File: src/rtl/load_data_queue.sv
// Multi-entry load data queue: merges store-forwarded and cache bytes, parks misses on their MSHR
// until the fill broadcast, and drains completed loads in index order to the load buffer.
module load_data_queue #(
  parameter int DEPTH       = 4,
  parameter int WORD_BYTES  = 4,
  parameter int BLOCK_WORDS = 2,
  parameter int ADDR_W      = 32,
  parameter int BM_W        = 4,
  parameter int TAG_W       = 6,
  parameter int MSHR_W      = 3,
  parameter int SQ_W        = 3,
  parameter int FUNC_W      = 3
) (
  input  logic                              clock,
  input  logic                              reset,
  input  logic                              in_valid,
  output logic                              in_ready,
  input  logic [ADDR_W-1:0]                 in_addr,
  input  logic [WORD_BYTES-1:0]             in_byte_mask,
  input  logic [BM_W-1:0]                   in_bm,
  input  logic [TAG_W-1:0]                  in_dest,
  input  logic [FUNC_W-1:0]                 in_func,
  input  logic [SQ_W-1:0]                   in_sq_tail,
  output logic [ADDR_W-1:0]                 sq_addr,
  output logic [SQ_W-1:0]                   sq_tail,
  input  logic [8*WORD_BYTES-1:0]           sq_data,
  input  logic [WORD_BYTES-1:0]             sq_mask,
  output logic                              cache_req_valid,
  output logic [ADDR_W-1:0]                 cache_req_addr,
  input  logic                              cache_hit,
  input  logic [8*WORD_BYTES*BLOCK_WORDS-1:0] cache_data,
  input  logic                              cache_mshr_ok,
  input  logic [MSHR_W-1:0]                 cache_mshr_idx,
  input  logic                              fill_valid,
  input  logic [MSHR_W-1:0]                 fill_mshr_idx,
  input  logic [8*WORD_BYTES*BLOCK_WORDS-1:0] fill_data,
  output logic                              out_valid,
  input  logic                              out_ready,
  output logic [8*WORD_BYTES-1:0]           out_data,
  output logic [TAG_W-1:0]                  out_dest,
  output logic [FUNC_W-1:0]                 out_func,
  output logic [ADDR_W-1:0]                 out_addr,
  output logic [BM_W-1:0]                   out_bm,
  input  logic [BM_W-1:0]                   b_resolve,
  input  logic                              b_mispred
);

  localparam int WORD_W  = 8 * WORD_BYTES;
  localparam int BLOCK_W = WORD_W * BLOCK_WORDS;
  localparam int OFF_W   = $clog2(WORD_BYTES);
  localparam int WSEL_W  = (BLOCK_WORDS > 1) ? $clog2(BLOCK_WORDS) : 1;
  localparam int IDX_W   = (DEPTH > 1) ? $clog2(DEPTH) : 1;

  typedef enum logic [1:0] {S_FREE, S_RETRY, S_WAIT_FILL, S_DONE} state_t;

  typedef struct packed {
    logic [ADDR_W-1:0]     addr;
    logic [WORD_BYTES-1:0] req;
    logic [WORD_BYTES-1:0] have;
    logic [WORD_W-1:0]     data;
    logic [BM_W-1:0]       bm;
    logic [TAG_W-1:0]      dest;
    logic [FUNC_W-1:0]     func;
    logic [MSHR_W-1:0]     mshr;
  } entry_t;

  function automatic logic [IDX_W-1:0] first_set(input logic [DEPTH-1:0] v);
    first_set = '0;
    for (int i = DEPTH - 1; i >= 0; i--) begin
      if (v[i]) first_set = IDX_W'(i);
    end
  endfunction

  function automatic logic [WORD_W-1:0] merge_bytes(input logic [WORD_W-1:0] base,
                                                    input logic [WORD_BYTES-1:0] sel,
                                                    input logic [WORD_W-1:0] src);
    merge_bytes = base;
    for (int b = 0; b < WORD_BYTES; b++) begin
      if (sel[b]) merge_bytes[b*8 +: 8] = src[b*8 +: 8];
    end
  endfunction

  function automatic logic [WORD_W-1:0] word_of(input logic [BLOCK_W-1:0] blk,
                                                input logic [ADDR_W-1:0] a);
    int w;
    w = 0;
    if (BLOCK_WORDS > 1) w = int'(a[OFF_W +: WSEL_W]);
    word_of = blk[w*WORD_W +: WORD_W];
  endfunction

  state_t state_q [DEPTH];
  state_t state_d [DEPTH];
  entry_t ent_q   [DEPTH];
  entry_t ent_d   [DEPTH];

  logic [DEPTH-1:0] free_v, retry_v, done_v, kill_v;
  logic [IDX_W-1:0] alloc_idx, retry_idx, out_idx;
  logic             in_kill, alloc_go, retry_go, out_fire;
  logic             hold_q, hold_ok;
  logic [IDX_W-1:0] hold_idx_q;
  entry_t           alloc_ent;
  state_t           alloc_state;
  logic             fill_same;

  // Squashed entries are hidden from every selector so a squash wins over retry, fill and dequeue.
  always_comb begin
    for (int i = 0; i < DEPTH; i++) begin
      kill_v[i]  = b_mispred && (state_q[i] != S_FREE) && ((b_resolve & ent_q[i].bm) != '0);
      free_v[i]  = (state_q[i] == S_FREE);
      retry_v[i] = (state_q[i] == S_RETRY) && !kill_v[i];
      done_v[i]  = (state_q[i] == S_DONE) && !kill_v[i];
    end
  end

  assign alloc_idx = first_set(free_v);
  assign retry_idx = first_set(retry_v);
  assign in_ready  = |free_v;
  assign in_kill   = b_mispred && ((b_resolve & in_bm) != '0);
  // Gating with reset keeps the cache port quiet while reset is asserted.
  assign alloc_go  = reset && in_valid && in_ready && !in_kill;
  assign retry_go  = reset && !alloc_go && (|retry_v);

  assign sq_addr         = in_addr;
  assign sq_tail         = in_sq_tail;
  assign cache_req_valid = alloc_go || retry_go;
  assign cache_req_addr  = alloc_go ? in_addr : (retry_go ? ent_q[retry_idx].addr : in_addr);

  assign hold_ok   = hold_q && done_v[hold_idx_q];
  assign out_idx   = hold_ok ? hold_idx_q : first_set(done_v);
  assign out_valid = hold_ok || (|done_v);
  assign out_fire  = out_valid && out_ready;
  assign out_data  = ent_q[out_idx].data;
  assign out_dest  = ent_q[out_idx].dest;
  assign out_func  = ent_q[out_idx].func;
  assign out_addr  = ent_q[out_idx].addr;
  assign out_bm    = ent_q[out_idx].bm & ~b_resolve;

  // Incoming load: forwarded bytes first, then a cache hit, then a fill landing on the MSHR just granted.
  always_comb begin
    // NOTE: every always_comb output gets a default before any branch so no latch is inferred.
    alloc_ent      = '0;
    alloc_ent.addr = in_addr;
    alloc_ent.req  = in_byte_mask;
    alloc_ent.bm   = in_bm & ~b_resolve;
    alloc_ent.dest = in_dest;
    alloc_ent.func = in_func;
    alloc_ent.mshr = cache_mshr_idx;
    alloc_ent.data = merge_bytes('0, in_byte_mask & sq_mask, sq_data);
    alloc_ent.have = in_byte_mask & sq_mask;
    fill_same      = fill_valid && cache_mshr_ok && (fill_mshr_idx == cache_mshr_idx);
    if (cache_hit) begin
      alloc_ent.data = merge_bytes(alloc_ent.data, in_byte_mask & ~sq_mask,
                                   word_of(cache_data, in_addr));
      alloc_ent.have = in_byte_mask;
    end else if (fill_same) begin
      alloc_ent.data = merge_bytes(alloc_ent.data, in_byte_mask & ~sq_mask,
                                   word_of(fill_data, in_addr));
      alloc_ent.have = in_byte_mask;
    end
    if (alloc_ent.have == in_byte_mask) alloc_state = S_DONE;
    else if (cache_mshr_ok)             alloc_state = S_WAIT_FILL;
    else                                alloc_state = S_RETRY;
  end

  always_comb begin
    for (int i = 0; i < DEPTH; i++) begin
      state_d[i]    = state_q[i];
      ent_d[i]      = ent_q[i];
      ent_d[i].bm   = ent_q[i].bm & ~b_resolve;
      if (kill_v[i]) begin
        state_d[i] = S_FREE;
      end else if (out_fire && (out_idx == IDX_W'(i))) begin
        state_d[i] = S_FREE;
      end else if (alloc_go && (alloc_idx == IDX_W'(i))) begin
        state_d[i] = alloc_state;
        ent_d[i]   = alloc_ent;
      end else if (retry_go && (retry_idx == IDX_W'(i))) begin
        if (cache_hit) begin
          ent_d[i].data = merge_bytes(ent_q[i].data, ent_q[i].req & ~ent_q[i].have,
                                      word_of(cache_data, ent_q[i].addr));
          ent_d[i].have = ent_q[i].req;
          state_d[i]    = S_DONE;
        end else if (cache_mshr_ok) begin
          ent_d[i].mshr = cache_mshr_idx;
          state_d[i]    = S_WAIT_FILL;
        end
      end else if ((state_q[i] == S_WAIT_FILL) && fill_valid && (ent_q[i].mshr == fill_mshr_idx)) begin
        ent_d[i].data = merge_bytes(ent_q[i].data, ent_q[i].req & ~ent_q[i].have,
                                    word_of(fill_data, ent_q[i].addr));
        ent_d[i].have = ent_q[i].req;
        state_d[i]    = S_DONE;
      end
    end
  end

  // NOTE: state registers use non-blocking assignments so every entry updates from the same pre-edge values.
  always_ff @(posedge clock or negedge reset) begin
    if (!reset) begin
      for (int i = 0; i < DEPTH; i++) state_q[i] <= S_FREE;
      hold_q     <= 1'b0;
      hold_idx_q <= '0;
    end else begin
      for (int i = 0; i < DEPTH; i++) state_q[i] <= state_d[i];
      hold_q     <= out_valid && !out_ready;
      hold_idx_q <= out_idx;
    end
  end

  // NOTE: payload storage is not reset; a FREE state makes its contents irrelevant.
  always_ff @(posedge clock) begin
    for (int i = 0; i < DEPTH; i++) ent_q[i] <= ent_d[i];
  end

endmodule

File: config.mk
export PLATFORM = sky130hd
export DESIGN_NAME = load_data_queue
export DESIGN_NICKNAME = d
export VERILOG_FILES = /design/src/rtl/load_data_queue.sv
export SDC_FILE = /design/constraint.sdc
export NUM_CORES = 1
export LEC_CHECK = 0
export CAP_MARGIN = 20
export CORE_ASPECT_RATIO = 1.1
export CORE_MARGIN = 2
export CORE_UTILIZATION = 45
export CTS_CLUSTER_SIZE = 10
export DETAILED_ROUTE_END_ITERATION = 10
export PLACE_DENSITY = 0.66
export SLEW_MARGIN = 0
export SYNTH_ARGS = -nofsm -noshare
export SYNTH_HDL_FRONTEND = slang
export SYNTH_SLANG_ARGS = --single-unit
File: constraint.sdc
create_clock -name clock -period 6.7 [get_ports clock]
set_input_delay 1.34 -clock clock [delete_from_list [all_inputs] [get_ports clock]]
set_output_delay 1.34 -clock clock [all_outputs]
set_load 0.005 [all_outputs]
# Word-level counts from Yosys, hierarchy flattened
# Memories as Yosys holds them, arrays and structs flattened.
# Cells that the tools add are included.
# totals
memories,1
word_cells,333
regBits,11
mem_bits_rw,352
output_inout_bits,147
in_bits,234
# classes
n_mux,178
eq_ne,31
n_shift,10
reduce_logical,83
n_bitwise,23
n_lt_le_gt_ge,1
# memory_table
memory,depth,width,read_ports,rd_clocked_by_memory_dff,write_ports,line,rtl
ent_q,4,88,6,0,4,93,entry_t ent_q [DEPTH];
# op_table
cell,n
27-bit two-way mux,43
36-bit two-way mux,22
88-bit two-way mux,8
64-bit by 32-bit variable part select with 32-bit output,10
8-bit two-way mux,44
2-bit two-way mux,37
4-bit AND,17
32-bit two-way mux,2
13-bit two-way mux,4
3-bit two-way mux,16
1-bit logical AND,47
"2-bit equality test, second input constant",14
"6-bit inequality test, second input constant",4
4-bit inverter,6
4-bit nonzero test,5
5-bit nonzero test,4
3-bit equality test,5
"2-bit by 1-bit equality test with 1-bit output, second input constant",7
2-bit zero test,7
4-bit OR reduction,3
2-bit AND reduction,4
2-bit nonzero test,4
1-bit zero test,7
4-bit equality test,1
4 further kinds,5

# Depth between registers and ports, before layout
# Gate-level depths: netlist (run 1).
# An unclocked memory read counts as a cell.
# depth
depth_word,23
depth_mapped,12
mapped_depth_nobuf,9

# Least setup slack after synthesis (run 1)
# Ideal clock, no wire load.
# synth_timing
path_type,input to register
startpoint,input port b_resolve[1]
endpoint,memory ent_q[1][16] (netlist bit) (enable)
setup_slack_ns,1.878
stages,11
t_arrival_ns,4.447
n_path_buf,2
setup_time_ns,0.375
t_required_ns,6.325
path_cell_list,buf_4 a22o_1 o21a_2 nor3_1 nand2_1 clkbuf_1 inv_1 a31oi_1 mux2i_1 o221ai_1 a21oi_1
# synth_rtl
element,line,rtl
start: declaration,44,"input logic [BM_W-1:0] b_resolve,"
end: declaration,93,

# Final worst setup path (run 1)
# layout_timing
startpoint,input port b_resolve[0]
endpoint,output port out_data[28]
# layout_via
elab_chain_cells,11
word_cells_on_any_way,29
classes_between,7 x mux; 4 x bitwise; 17 x reduce/logical; 1 x memory
# layout_rtl
element,line,rtl
4-bit AND,108,kill_v[i] = b_mispred && (state_q[i] != S_FREE) && ((b_resolve & ent_q[i].bm) != '0);
4-bit nonzero test,108,
1-bit logical AND,108,
1-bit zero test,111,done_v[i] = (state_q[i] == S_DONE) && !kill_v[i];
1-bit logical AND,111,
2-bit two-way mux (4 in a row),70,if (v[i]) first_set = IDX_W'(i);
2-bit two-way mux *,129,assign out_idx = hold_ok ? hold_idx_q : first_set(done_v);
memory read 4 x 88 bit *,-,
end: declaration,39,"output logic [8*WORD_BYTES-1:0] out_data,"
# Every way passes the cells marked *; elsewhere a longest branch is shown, timed or not. The select of a mux whose other input is x is not followed.

==> results.txt, run 1 <==
global-route wire length before repair -> 107000 microns
final clock period utilization by the worst path -> 0.942
Clock Tree Buf Depth -> 3
fin worst setup slack -> 389 ps
CTS H-tree lvls -> 2
die area -> 51500 sq um
basic-gate share of the synthesized area counting and, or, nand and nor cells -> 0.0863
power density over cell area -> 361 nW/um^2
Final Hold Fails -> 0
path type of the worst min-delay path -> flop to flop
routed length on met3 -> 5640 microns
design area -> 27700 sq um
remaining max-slew budget at the tightest pin -> 0.278
combinational family with the most area after synthesis -> multiplexers
standard-cell row count -> 85
number of global-route vias before repair -> 17900
cells on worst reg2reg path -> 7
share of flip-flops with an asynchronous set or reset -> 0.0303
half-perimeter wire length of the detailed placement result -> 45600 microns
number of clock sinks seen by CTS -> 363
top routing layer used -> met5
leading cell type in the layout, fill and taps excluded -> sky130_fd_sc_hd__clkdlybuf4s50_1
# port buffers -> 374
number of enable-type register cells in the synthesized netlist -> 336
required time at the worst-slack endpoint -> 5360 ps
initial antenna violation count -> 4
Setup violations, final -> 0
detail-routed via count per cell -> 6.27
Core Region -> 49000 sq um
Primary FF master, synth -> sky130_fd_sc_hd__edfxtp_1
overall die height -> 238 microns
post-placement worst setup slack -> 403 ps
DRC violation total after the first TritonRoute iteration -> 1589
pin count of the biggest net entering global routing -> 83
Starting Density -> 0.456
Worst VDD drop -> 0.419 mV
fraction of power spent switching nets -> 0.354
RSZ-0062 raised after global routing -> false
mean cell area of the mapped netlist -> 11.9 sq um
largest fanout on the critical path -> 17
Compound-Gate Fraction of Synth Area -> 0.142
antenna violation net count after detailed routing -> 0
wire length per cell -> 25.1 microns
Worst-path clk slew -> 50 ps
portion of synthesized cell area occupied by the leading cell type -> 0.451
drt first pass iters -> 8
insertion delay of the later-clocked pin in the worst-skew pair -> 540 ps
WHS Path Cells -> 2
Crit path arrival time -> 4970 ps
Critical Path Start Type -> input pin
flop and latch count out of synthesis -> 363
design internal power -> 6.45 mW
switching power total -> 3.53 mW
type of element capturing the critical path -> output pin
power share of the combinational group -> 0.510
non-filler cells in the finished layout -> 2843
transition time of the tightest slew-check pin -> 1080 ps
post-cts sizing count -> 0
top cell type by total area after synthesis -> sky130_fd_sc_hd__edfxtp_1
result of the run -> finished clean
CTS Hold Bufs -> 0
worst setup path category -> input pin to output pin
fraction of power consumed by the clock network -> 0.209
Fin Hold WS -> 477 ps
static power due to leakage -> 10.7 nW
xor/xnor cell area share of the yosys netlist -> 0.00587
cell types with the largest area share after synthesis -> sky130_fd_sc_hd__edfxtp_1, sky130_fd_sc_hd__mux2i_1, sky130_fd_sc_hd__mux4_2, sky130_fd_sc_hd__nand2_1, sky130_fd_sc_hd__o21ai_0
Mapped Area -> 22400 sq um
DRC errors left -> 0
top-level port count -> 381
number of nets in the finished design -> 2398
Post-Synthesis Cells -> 1885
clock skew after layout -> 12.8 ps
clock tree from TritonCTS -> built
WL met2 -> 35600 microns
total of warnings raised by yosys -> 0
buffer type at the clock tree root -> sky130_fd_sc_hd__clkbuf_16
total negative slack -> 0 ps
number of pins exceeding their max-slew limit in the final report -> 0
part of the power in registers -> 0.282
overall fraction of global-route tracks in use -> 0.271
count of distinct cell types in the synthesized netlist -> 67
Post-Place Cells -> 2770
Layout area overhead -> 23.6%
sum of routed wire segments on met1 -> 28100 microns
sequential cell area fraction in the yosys report -> 0.477
Post-CTS Setup Bufs -> 0
GRT overflow -> 0
post-synthesis share of cell area spent on full adders, half adders and majority gates -> 0
highest-count cells in the layout ignoring fill and taps -> sky130_fd_sc_hd__clkdlybuf4s50_1, sky130_fd_sc_hd__edfxtp_1, sky130_fd_sc_hd__mux2i_1
Chip Width -> 217 microns
time the final worst path needs with I/O delays and setup -> 6310 ps
number of clock buffers inserted by TritonCTS -> 42
post-detailed-placement cell area -> 26400 sq um
fraction of synthesized area in multiplexers -> 0.237
Syn Nets -> 2119
Highest Clock Rate -> 0.158 GHz
layout cell share with drive strength beyond 1 -> 0.110
weighted congestion at the end of routability-driven global placement -> 0.914
max capacitance violation total -> 0
drt total wl -> 71200 microns
via total after detailed routing -> 17800
[per-layer routing]
metal | up-vias | track usage
met2 | 964 | 0.470
met1 | 8824 | 0.348
met5 | - | 0
met4 | 6 | 0.0886
li1 | 7878 | -
met3 | 166 | 0.0399
[flip-flops by register name (all words and copies together) (netlist names)]
register    flops
ent_q         352
hold_idx_q      2
state_q         8
hold_q          1
[area by class of cell]
| cell class | count | area (sq um) |
|---|---|---|
| antenna | 1 | 2.50 |
| clock buffer | 68 | 1180 |
| clock inverter | 2 | 38.8 |
| fill | 4051 | 21400 |
| inverter | 20 | 80.1 |
| multi-input combinational | 1309 | 10600 |
| sequential | 363 | 10700 |
| tap | 652 | 816 |
| timing repair buffer | 428 | 4230 |
[per-stage QoR]
| stage | util | power (mW) |
|---|---|---|
| 6_report | 0.564 | 9.98 |
| 5_1_grt | 0.564 | 10.5 |
| 4_1_cts | 0.564 | 10.0 |
| 3_5_place_dp | 0.539 | 7.95 |
| 3_3_place_gp | 0.539 | 7.89 |
| 2_1_floorplan | - | 5.80 |
[power by group through the flow]
stage / Clock (mW) / Combinational, mW / Sequential [mW]
after floorplan: 0 / 2.98 / 2.82
after global placement: 0 / 5.04 / 2.85
after detailed placement: 0 / 5.09 / 2.85
after CTS: 2.11 / 5.11 / 2.81
after global routing: 2.20 / 5.42 / 2.82
final: 2.08 / 5.09 / 2.81
[synth_stat cells (4+ instances only)]
cell and instances:
sky130_fd_sc_hd__buf_6 11, sky130_fd_sc_hd__nor2_1 91, sky130_fd_sc_hd__inv_1 17, sky130_fd_sc_hd__mux2i_1 306
sky130_fd_sc_hd__mux4_2 99, sky130_fd_sc_hd__nor3_1 40, sky130_fd_sc_hd__o22a_1 52, sky130_fd_sc_hd__o22ai_1 10
sky130_fd_sc_hd__nand2_1 249, sky130_fd_sc_hd__a22o_1 11, sky130_fd_sc_hd__buf_1 6, sky130_fd_sc_hd__a21oi_1 67
sky130_fd_sc_hd__nand2b_1 20, sky130_fd_sc_hd__edfxtp_1 336, sky130_fd_sc_hd__buf_2 37, sky130_fd_sc_hd__a211oi_1 15
sky130_fd_sc_hd__clkbuf_1 82, sky130_fd_sc_hd__or3_1 9, sky130_fd_sc_hd__buf_4 54, sky130_fd_sc_hd__xor2_1 8
sky130_fd_sc_hd__a32o_1 7, sky130_fd_sc_hd__dfxtp_1 16, sky130_fd_sc_hd__a222oi_1 15, sky130_fd_sc_hd__xnor2_1 7
sky130_fd_sc_hd__o221ai_1 4, sky130_fd_sc_hd__dfrtp_1 11, sky130_fd_sc_hd__nand3_1 4, sky130_fd_sc_hd__o21ai_1 4
sky130_fd_sc_hd__a2111oi_1 7, sky130_fd_sc_hd__a221oi_1 31, sky130_fd_sc_hd__o21ai_0 128, sky130_fd_sc_hd__a221o_1 32
sky130_fd_sc_hd__o21a_1 31, sky130_fd_sc_hd__a2111oi_2 5, sky130_fd_sc_hd__o2bb2ai_1 5, sky130_fd_sc_hd__nor2b_1 8
sky130_fd_sc_hd__and3_1 6
[cells by family (layout without fill, tap and decap cells)]
family / count (synthesis) / count (layout)
AND/OR/NAND/NOR: 446 / 446
AO/OA/AOI/OAI: 443 / 443
multiplexers: 405 / 405
flip-flops: 363 / 363
buffers and inverters: 213 / 518
XOR/XNOR: 15 / 15
other: 0 / 1
[path summary, 6_finish.rpt]
path                              start            end  slack [ps]
min in group asynchronous         reset  hold_idx_q[1]        1140
hold / removal             ent_q[1][13]   ent_q[1][13]         480
setup / recovery           b_resolve[0]   out_data[28]         390
max in group asynchronous         reset         hold_q        5360
setup reg to reg             state_q[3]   ent_q[2][26]        2690
hold reg to reg            ent_q[1][13]   ent_q[1][13]         480
[worst max-delay path: stages]
cell and delay (ps):
sky130_fd_sc_hd__clkdlybuf4s50_1 610, sky130_fd_sc_hd__a22o_1 290, sky130_fd_sc_hd__o21ai_1 390, sky130_fd_sc_hd__and4_1 260, sky130_fd_sc_hd__o211ai_1 200, sky130_fd_sc_hd__a21oi_4 410
sky130_fd_sc_hd__buf_4 390, sky130_fd_sc_hd__mux2i_1 130, sky130_fd_sc_hd__mux2i_1 350, sky130_fd_sc_hd__clkdlybuf4s50_1 580
Note: power is estimated with default switching activity, not from simulation.
==> inputs of run 2 (changes only) <==
--- a/config.mk
+++ b/config.mk
@@ -11,7 +11,7 @@
 export CORE_UTILIZATION = 45
 export CTS_CLUSTER_SIZE = 10
 export DETAILED_ROUTE_END_ITERATION = 10
-export PLACE_DENSITY = 0.66
+export PLACE_DENSITY = 0.69
 export SLEW_MARGIN = 0
 export SYNTH_ARGS = -nofsm -noshare
 export SYNTH_HDL_FRONTEND = slang
==> constraint.sdc (replaced) <==
create_clock -name clock -period 5.1 [get_ports clock]
set_input_delay 1.02 -clock clock [delete_from_list [all_inputs] [get_ports clock]]
set_output_delay 1.02 -clock clock [all_outputs]
set_load 0.005 [all_outputs]
==> run 2 against run 1 <==
  * Power grew 37%
  * Sequential power increased by 31%
  * Combinational power is 43% higher
  * Sequential cell count stayed put
  * Via count rose by 1.8%
  * Utilization up 1.5 points
  * Clock skew grew 7.3 ps
  * Register-to-register slack lost 1000 ps
  * Routed wire length grew 1.6%
  * Non-clock buffer count up 57
  * Global-route usage rose by 0.063 points
  * Critical endpoint is now out_data[14]
  * Largest cell class unchanged
==> results.txt, run 2 (same netlist as run 1, synthesis figures left out) <==
result of the run -> finished clean
worst setup path category -> input pin to output pin
worst setup slack for register-to-register paths -> 1660 ps (-1030 ps)
number of clock buffers inserted by TritonCTS -> 42 (unchanged)
power density over cell area -> 483 nW/um^2 (+34%)
overall die height -> 238 microns (unchanged)
clock tree from TritonCTS -> built
R2R Path Start -> state_q[4]
top-level port count -> 381 (unchanged)
post-placement worst setup slack -> -242 ps (-645 ps)
Final Hold Fails -> 0 (unchanged)
insertion delay of the later-clocked pin in the worst-skew pair -> 550 ps (about the same)
post-detailed-placement cell area -> 27000 sq um (+2.1%)
overall fraction of global-route tracks in use -> 0.271 (+0.000631)
static power due to leakage -> 11.1 nW (+3.9%)
half-perimeter wire length of the detailed placement result -> 46500 microns (+1.9%)
number of nets in the finished design -> 2458 (+2.5%)
Endpoint, Worst Hold -> ent_q[2][13]
number of pins exceeding their max-slew limit in the final report -> 0 (unchanged)
antenna violation net count after detailed routing -> 0 (unchanged)
time the final worst path needs with I/O delays and setup -> 4940 ps
WHS Path Cells -> 2 (unchanged)
weighted congestion at the end of routability-driven global placement -> 0.867 (-5.1%)
Fin Hold WS -> 481 ps (+3.89 ps)
required time at the worst-slack endpoint -> 4080 ps (-1280 ps)
Highest Clock Rate -> 0.202 GHz
initial antenna violation count -> 2 (-2)
Antenna Diode Count -> 0 (-1)
final clock period utilization by the worst path -> 0.969
RSZ-0062 raised after global routing -> false
remaining max-slew budget at the tightest pin -> 0.214 (-0.0647)
standard-cell row count -> 85 (unchanged)
Critical Path Start Type -> input pin
type of element capturing the critical path -> output pin
Starting Density -> 0.456 (unchanged)
register bank with the most flops -> ent_q
FF-to-FF End -> ent_q[0][49]
Chip Width -> 217 microns (unchanged)
clock skew after layout -> 20.1 ps (+7.30 ps)
wire length per cell -> 24.9 microns (-0.55%)
highest-count cells in the layout ignoring fill and taps -> sky130_fd_sc_hd__clkdlybuf4s50_1, sky130_fd_sc_hd__edfxtp_1, sky130_fd_sc_hd__mux2i_1
global-route wire length before repair -> 107000 microns (+0.25%)
design area -> 28400 sq um (+2.7%)
via total after detailed routing -> 18200 (+1.8%)
buffer type at the clock tree root -> sky130_fd_sc_hd__clkbuf_16
drt total wl -> 72400 microns (+1.6%)
path type of the worst min-delay path -> flop to flop
transition time of the tightest slew-check pin -> 1180 ps (+95.7 ps)
# port buffers -> 374 (unchanged)
number of global-route vias before repair -> 18200 (+1.9%)
fin worst setup slack -> 157 ps (-232 ps)
largest fanout on the critical path -> 7 (-10)
total negative slack -> 0 ps (unchanged)
CTS H-tree lvls -> 2 (unchanged)
leading cell type in the layout, fill and taps excluded -> sky130_fd_sc_hd__clkdlybuf4s50_1
drt first pass iters -> 8 (unchanged)
startpoint of the tightest hold check path -> ent_q[2][13]
Setup violations, final -> 0 (unchanged)
layout cell share with drive strength beyond 1 -> 0.138 (+0.0275)
Core Region -> 49000 sq um (unchanged)
DRC errors left -> 0 (unchanged)
final total power -> 13.7 mW (+37%)
detail-routed via count per cell -> 6.25 (-0.33%)
Layout area overhead -> 26.9%
number of clock sinks seen by CTS -> 363 (unchanged)
Worst-path clk slew -> 60 ps (about the same)
max FFs per register -> 352 (unchanged)
Crit path arrival time -> 3920 ps (-1050 ps)
GRT overflow -> 0 (unchanged)
pin count of the biggest net entering global routing -> 103 (+24%)
max capacitance violation total -> 0 (unchanged)
Top Registers -> ent_q x352, state_q x8, hold_idx_q x2
Clock Tree Buf Depth -> 3 (unchanged)
DRC violation total after the first TritonRoute iteration -> 1745 (+9.8%)
Worst VDD drop -> 0.347 mV (-17%)
die area -> 51500 sq um (unchanged)
cells on worst reg2reg path -> 8 (+1)
## run 2: cell count changes in the layout (fill, tap and decap cells not counted), moves of 3 or more
cell,delta
sky130_fd_sc_hd__buf_4,+38
sky130_fd_sc_hd__clkdlybuf4s50_1,-22
sky130_fd_sc_hd__dlygate4sd2_1,+17
sky130_fd_sc_hd__buf_12,+15
sky130_fd_sc_hd__mux2i_1,-8
sky130_fd_sc_hd__mux2i_2,+8
sky130_fd_sc_hd__dlymetal6s2s_1,+4
sky130_fd_sc_hd__clkbuf_1,+3
## run 2: cell type report
type,instances,area (sq um)
Timing Repair Buffer,485,4890
Fill cell,4047,20600
Sequential cell,363,10700
Clock inverter,1,3.75
Multi-Input combinational cell,1312,10700
Clock buffer,72,1230
Inverter,20,80.1
Tap cell,652,816
## run 2: repair_timing
item / 4_1_cts / 5_1_grt
pin swaps: 2 / 3
endpoints found under the setup margin: 100 / 95
hold buffers: 0 / 0
setup buffers: 5 / 2
resized for setup: 29 / 8
cloned: 1 / 3
## run 2: power breakdown
| part | switching (mW) | total, mW | leakage, nW | internal, mW |
|---|---|---|---|---|
| Combinational | 3.58 | 7.27 | 7.19 | 3.68 |
| Clock | 1.13 | 2.74 | 0.588 | 1.62 |
| Sequential | 0.123 | 3.69 | 3.30 | 3.57 |
| Total | 4.83 | 13.7 | 11.1 | 8.87 |
## run 2: worst max-delay path, stage by stage
cell,delay [ps]
sky130_fd_sc_hd__dlygate4sd2_1,310
sky130_fd_sc_hd__a22o_1,250
sky130_fd_sc_hd__buf_4,140
sky130_fd_sc_hd__o21a_1,230
sky130_fd_sc_hd__o22ai_1,180
sky130_fd_sc_hd__a21boi_0,100
sky130_fd_sc_hd__buf_4,160
sky130_fd_sc_hd__a21oi_4,180
sky130_fd_sc_hd__buf_12,170
sky130_fd_sc_hd__buf_12,140
sky130_fd_sc_hd__buf_4,130
sky130_fd_sc_hd__mux2i_1,90
sky130_fd_sc_hd__mux2i_2,250
sky130_fd_sc_hd__clkdlybuf4s50_1,570
## run 2: metal layers
metal | GRT usage | vias up | wire (microns)
li1 | - | 8004 | -
met1 | 0.342 | 8855 | 27600
met2 | 0.465 | 1066 | 35300
met3 | 0.0437 | 237 | 6330
met4 | 0.114 | 4 | 3090
met5 | 0 | - | 28
## run 2: worst max-delay path by stage
stage	end	start	cells after the start	slack, ps
global route	out_addr[4]	b_resolve[1]	14	9
global placement	out_addr[6]	b_resolve[0]	13	-140
detailed placement	out_addr[6]	b_resolve[0]	13	-240
floorplan	ent_q[1][16]	b_resolve[1]	11	600
finish	out_data[14]	b_resolve[1]	14	160
CTS	out_data[19]	b_resolve[3]	14	6
## run 2: per-stage QoR
| stage | std cells | util |
|---|---|---|
| floorplan | 1885 | - |
| detailed placement | 2820 | 0.550 |
| finish | 2905 | 0.579 |
| global placement | 2820 | 0.550 |
| CTS | 2899 | 0.577 |
| global route | 2905 | 0.579 |
==> inputs of run 3 (changes only) <==
--- a/config.mk
+++ b/config.mk
@@ -11,6 +11,7 @@
 export CORE_UTILIZATION = 45
 export CTS_CLUSTER_SIZE = 10
 export DETAILED_ROUTE_END_ITERATION = 10
+export GPL_ROUTABILITY_DRIVEN = 0
 export PLACE_DENSITY = 0.69
 export SLEW_MARGIN = 0
 export SYNTH_ARGS = -nofsm -noshare
==> run 3 against run 2 <==
  * Utilization shrank 0.35 points
  * Register-to-register slack about the same
  * Critical endpoint is now out_data[13]
  * Largest cell class unchanged
  * Clock power is 2% lower
  * Cell area down 0.61%
  * Clock skew is 3.6 ps lower
==> results.txt, run 3 (same netlist as run 1, synthesis figures left out) <==
Endpoint, Worst Hold -> ent_q[0][13]
post-detailed-placement cell area -> 26900 sq um (-0.24%)
fin worst setup slack -> 163 ps (+5.76 ps)
Chip Width -> 217 microns (unchanged)
number of pins exceeding their max-slew limit in the final report -> 0 (unchanged)
Worst VDD drop -> 0.335 mV (-3.4%)
crit-path max cell delay -> 580 ps (about the same)
Highest Clock Rate -> 0.203 GHz (+0.12%)
part of the power in registers -> 0.272 (+0.003)
remaining max-slew budget at the tightest pin -> 0.314 (+0.0999)
number of clock buffers inserted by TritonCTS -> 42 (unchanged)
RSZ-0062 raised after global routing -> false
R2R Path Start -> state_q[3]
CTS H-tree lvls -> 2 (unchanged)
register bank with the most flops -> ent_q
path type of the worst min-delay path -> flop to flop
fraction of power spent switching nets -> 0.355 (+0.00197)
switching power total -> 4.80 mW (-0.57%)
leading cell type in the layout, fill and taps excluded -> sky130_fd_sc_hd__clkdlybuf4s50_1
Critical Path Start Type -> input pin
FF-to-FF End -> ent_q[0][38]
via total after detailed routing -> 18200 (+0.17%)
pin count of the biggest net entering global routing -> 83 (-19%)
largest fanout on the critical path -> 19 (+12)
overall fraction of global-route tracks in use -> 0.273 (+0.00199)
initial antenna violation count -> 1 (-1)
type of element capturing the critical path -> output pin
top cell family by delay on the critical path -> buffers and inverters
Clock Tree Buf Depth -> 3 (unchanged)
Starting Density -> 0.456 (unchanged)
cells on worst reg2reg path -> 8 (unchanged)
time the final worst path needs with I/O delays and setup -> 4940 ps (-5.76 ps)
drt total wl -> 72000 microns (-0.46%)
most common cell type on the critical path -> sky130_fd_sc_hd__clkdlybuf4s50_1
number of nets in the finished design -> 2445 (-0.53%)
design internal power -> 8.75 mW (-1.4%)
transition time of the tightest slew-check pin -> 1030 ps (-150 ps)
Crit path arrival time -> 3920 ps (about the same)
required time at the worst-slack endpoint -> 4080 ps (about the same)
Layout area overhead -> 26.1%
result of the run -> finished clean
power density over cell area -> 480 nW/um^2 (-0.52%)
design area -> 28200 sq um (-0.61%)
Final Hold Fails -> 0 (unchanged)
final clock period utilization by the worst path -> 0.968 (-0.00113)
number of clock sinks seen by CTS -> 363 (unchanged)
WHS Path Cells -> 2 (unchanged)
global-route wire length before repair -> 109000 microns (+1.5%)
half-perimeter wire length of the detailed placement result -> 46700 microns (+0.39%)
startpoint of the tightest hold check path -> ent_q[0][13]
Setup violations, final -> 0 (unchanged)
# port buffers -> 374 (unchanged)
final total power -> 13.6 mW (-1.1%)
antenna violation net count after detailed routing -> 0 (unchanged)
power share of the combinational group -> 0.529 (about the same)
highest-count cells in the layout ignoring fill and taps -> sky130_fd_sc_hd__clkdlybuf4s50_1, sky130_fd_sc_hd__edfxtp_1, sky130_fd_sc_hd__mux2i_1
detail-routed via count per cell -> 6.29 (+0.58%)
CTS Hold Bufs -> 0 (unchanged)
Core Region -> 49000 sq um (unchanged)
total of fill cells in the finished design -> 4061 (+0.35%)
buffer type at the clock tree root -> sky130_fd_sc_hd__clkbuf_16
overall die height -> 238 microns (unchanged)
cell chain of the critical path -> clkdlybuf4s50_1, o21ai_1, buf_4, and4_1, o211ai_1, and2_4, buf_12, mux2i_1, clkdlybuf4s50_1
fraction of power consumed by the clock network -> 0.199 (about the same)
DRC violation total after the first TritonRoute iteration -> 1836 (+5.2%)
worst setup slack for register-to-register paths -> 1660 ps (about the same)
max capacitance violation total -> 0 (unchanged)
wire length per cell -> 24.9 microns (about the same)
Worst-path clk slew -> 50 ps (about the same)
standard-cell row count -> 85 (unchanged)
post-placement worst setup slack -> -148 ps (+94.5 ps)
DRC errors left -> 0 (unchanged)
number of global-route vias before repair -> 18500 (+1.6%)
insertion delay of the later-clocked pin in the worst-skew pair -> 550 ps (about the same)
Fin Hold WS -> 472 ps (-9.35 ps)
clock skew after layout -> 16.6 ps (-3.58 ps)
layout cell share with drive strength beyond 1 -> 0.133 (-0.00501)
GRT overflow -> 0 (unchanged)
drt first pass iters -> 6 (-2)
top-level port count -> 381 (unchanged)
Slowest cell on crit path -> sky130_fd_sc_hd__clkdlybuf4s50_1
Top Registers -> ent_q x352, state_q x8, hold_idx_q x2
static power due to leakage -> 10.9 nW (-1.3%)
worst setup path category -> input pin to output pin
WP buf/inv -> 4 (-3)
clock tree from TritonCTS -> built
die area -> 51500 sq um (unchanged)
max FFs per register -> 352 (unchanged)
-- run 3: layer usage --
layer,GRT usage,share of wire,up-vias
met1,0.348,0.39,8957
met2,0.475,0.50,1045
met4,0.104,0.033,2
met3,0.0372,0.083,215
met5,0,0.00015,-
li1,-,-,7977
-- run 3: timing repair --
action,4_1_cts,5_1_grt
cloned,3,0
endpoints found under the setup margin,96,105
pin swaps,5,1
setup buffers,2,1
gates resized for setup,8,12
endpoints found under the hold margin,0,0
-- run 3: how the worst max path moves through the flow --
stage	startpoint	end	cells past startpoint
5_1_grt	b_resolve[1]	out_data[10]	13
3_3_place_gp	b_resolve[0]	out_data[14]	10
4_1_cts	b_resolve[3]	out_addr[17]	10
6_report	b_mispred	out_data[13]	9
2_1_floorplan	b_resolve[1]	ent_q[1][16]	11
3_5_place_dp	b_resolve[0]	cache_req_addr[2]	8
-- run 3: stage by stage --
step	instances	setup TNS [ps]	util
after floorplan	1885	0	-
after global placement	2813	-1610	0.549
after detailed placement	2813	-6320	0.549
after CTS	2891	0	0.575
after global routing	2892	0	0.576
final	2893	0	0.576
-- run 3: worst min-delay path, delay by kind of cell, from the launching register on --
kind | cells | cell delay [ps]
compound gates | 1 | 60
flops | 1 | 320
simple gates | 1 | 50
-- run 3: area by class of cell --
class / count / area (sq um) / area share
clock inverters: 4 / 37.5 / 0.00133
well taps: 652 / 816 / 0.0289
diodes: 1 / 2.50 / 0.0000887
multi-input cells: 1312 / 10700 / 0.378
inverters: 20 / 80.1 / 0.00284
repair buffers: 472 / 4760 / 0.169
flip-flops and latches: 363 / 10700 / 0.379
clock buffers: 69 / 1160 / 0.0412
-- run 3: power groups by stage --
stage | Sequential (mW) | Clock (mW) | Combinational (mW)
3_5_place_dp | 3.74 | 0 | 6.98
3_3_place_gp | 3.73 | 0 | 6.91
5_1_grt | 3.71 | 2.86 | 7.58
6_report | 3.69 | 2.69 | 7.17
2_1_floorplan | 3.71 | 0 | 3.92
4_1_cts | 3.68 | 2.74 | 7.12
==> RTL edit, RTL diff (config.mk and constraints of run 2) <==
The parameter `DEPTH` goes from 4 to 2.
--- a/src/rtl/load_data_queue.sv
+++ b/src/rtl/load_data_queue.sv
@@ -2,5 +2,5 @@
 // until the fill broadcast, and drains completed loads in index order to the load buffer.
 module load_data_queue #(
-  parameter int DEPTH       = 4,
+  parameter int DEPTH       = 2,
   parameter int WORD_BYTES  = 4,
   parameter int BLOCK_WORDS = 2,
Function: not settled (the Yosys comparison gave no result); the edit may change what the design does.
==> RTL edit against run 2 <==
  * Total power decreased by 58%
  * Register-to-register slack improved by 0.16 ns
  * Design area decreased by 43%
  * Die area decreased by 47%
  * Global-route usage decreased by 1.1 points
  * Worst setup slack improved by 0.17 ns
  * Synthesized area decreased by 47%
  * Via count decreased by 46%
  * Sequential cell count decreased by 181
  * Routed wire length decreased by 50%
  * Worst hold slack got worse by 0.0081 ns
  * Clock skew decreased by 0.0068 ns
  * Clock power decreased by 53%
  * Largest power group unchanged
==> RTL edit: results (changes against run 2) <==
* Met1 Wirelength at 13,800 um (was 27,600 um)
* Syn_nets at 1,287 (was 2,119)
* Period minus WS final at 4.77 ns (was 4.94 ns)
* DPL Wire Length at 26,100 um (was 46,500 um)
* Post-synthesis mux area share at 0.274 (was 0.237)
* Post-synth top cells: edfxtp_1 (168), nand2_1 (159), o21ai_0 (144) (was edfxtp_1 (336), mux2i_1 (306), nand2_1 (249))
* Worst Setup EP: out_data[25] (was out_data[14])
* Sw Share at 0.325 (was 0.353)
* Largest net degree at the start of global routing at 66 (was 103)
* Post-Syn Area at 0.0118 sq mm (was 0.0224 sq mm)
* R2r setup slk at 1.82 ns (was 1.66 ns)
* ClkCell Share at 0.0361 (was 0.0434)
* Number of synthesized flops with an enable pin at 168 (was 336)
* First-pass GRT wire length at 54,800 um (was 107,000 um)
* P_comb at 0.00255 W (was 0.00727 W)
* R2R depth at 7 (was 8)
* # placed instances at 1,682 (was 2,820)
* Outcome: complete, no violations (unchanged)
* Peak supply drop at 0.192 mV (was 0.347 mV)
* Gpl congestion at 0.851 (was 0.867)
* Drt first pass iters at 6 (was 8)
* Met2 WL at 17,800 um (was 35,300 um)
* Fillers at 2,171 (was 4,047)
* Deepest clock path buffer count at 2 (was 3)
* Slew HR at 0.295 (was 0.214)
* Hold Worst Slack at 0.473 ns (was 0.481 ns)
* RR Endpoint: ent_q[1][16] (was ent_q[0][49])
* Largest registers: ent_q: 176 flops, state_q: 4 flops (was ent_q: 352 flops, state_q: 8 flops, hold_idx_q: 2 flops)
* Total GRT Usage at 0.261 (was 0.271)
* CP max FO at 32 (was 7)
* Dpl cell area at 0.0157 sq mm (was 0.0270 sq mm)
* P_sw at 0.00188 W (was 0.00483 W)
* Area share of xor/xnor cells in the synthesized design at 0.00668 (was 0.00587)
* Post-synthesis compound-gate area fraction at 0.135 (was 0.142)
* Worst EP arrival at 3.75 ns (was 3.92 ns)
* NumNets Final at 1,583 (was 2,458)
* Place WS at 0.343 ns (was -0.242 ns)
* Drt total wl at 36,000 um (was 72,400 um)
* Leak at 6.26 nW (was 11.1 nW)
* Register area share after synthesis at 0.454 (was 0.477)
* Slowest Stage Delay on Critical Path at 0.54 ns (was 0.57 ns)
* Routed wire per std cell at 21.0 um (was 24.9 um)
* DR vias/cell at 5.70 (was 6.25)
* Number of antenna diodes at 3 (was 0)
* Seq group at 0.00193 W (was 0.00369 W)
* Setup bufs post-CTS at 0 (was 5)
* Num sequential at 182 (was 363)
* Worst skew pair latency at 0.44 ns (was 0.55 ns)
-- RTL edit: cell types whose count changed after synthesis, sizes merged, moves of 32 or more --
cell           run 2  this run
nand2            251       159
nor2              93         9
mux2i            306       132
mux4              99        32
mux2               0       106
a221o             32         0
a21oi             67        18
buf              111        71
nor3              42         1
o22a              52         0
edfxtp           336       168
-- RTL edit: routing by layer --
layer / global-route usage / up-vias
met5: 0 / -
met4: 0.0916 / 2
met3: 0.0728 / 57
met2: 0.445 / 448
met1: 0.314 / 4674
li1: - / 4600
-- RTL edit: cells by family (layout without fill, tap and decap cells) --
| logic type | Yosys count | in the layout |
|---|---|---|
| DFF | 182 | 182 |
| other | 0 | 3 |
| AOI/OAI and AO/OA | 254 | 254 |
| muxes | 270 | 270 |
| xor gates and xnor gates | 9 | 9 |
| and+or+nand+nor | 202 | 202 |
| buffers and inverters | 136 | 445 |
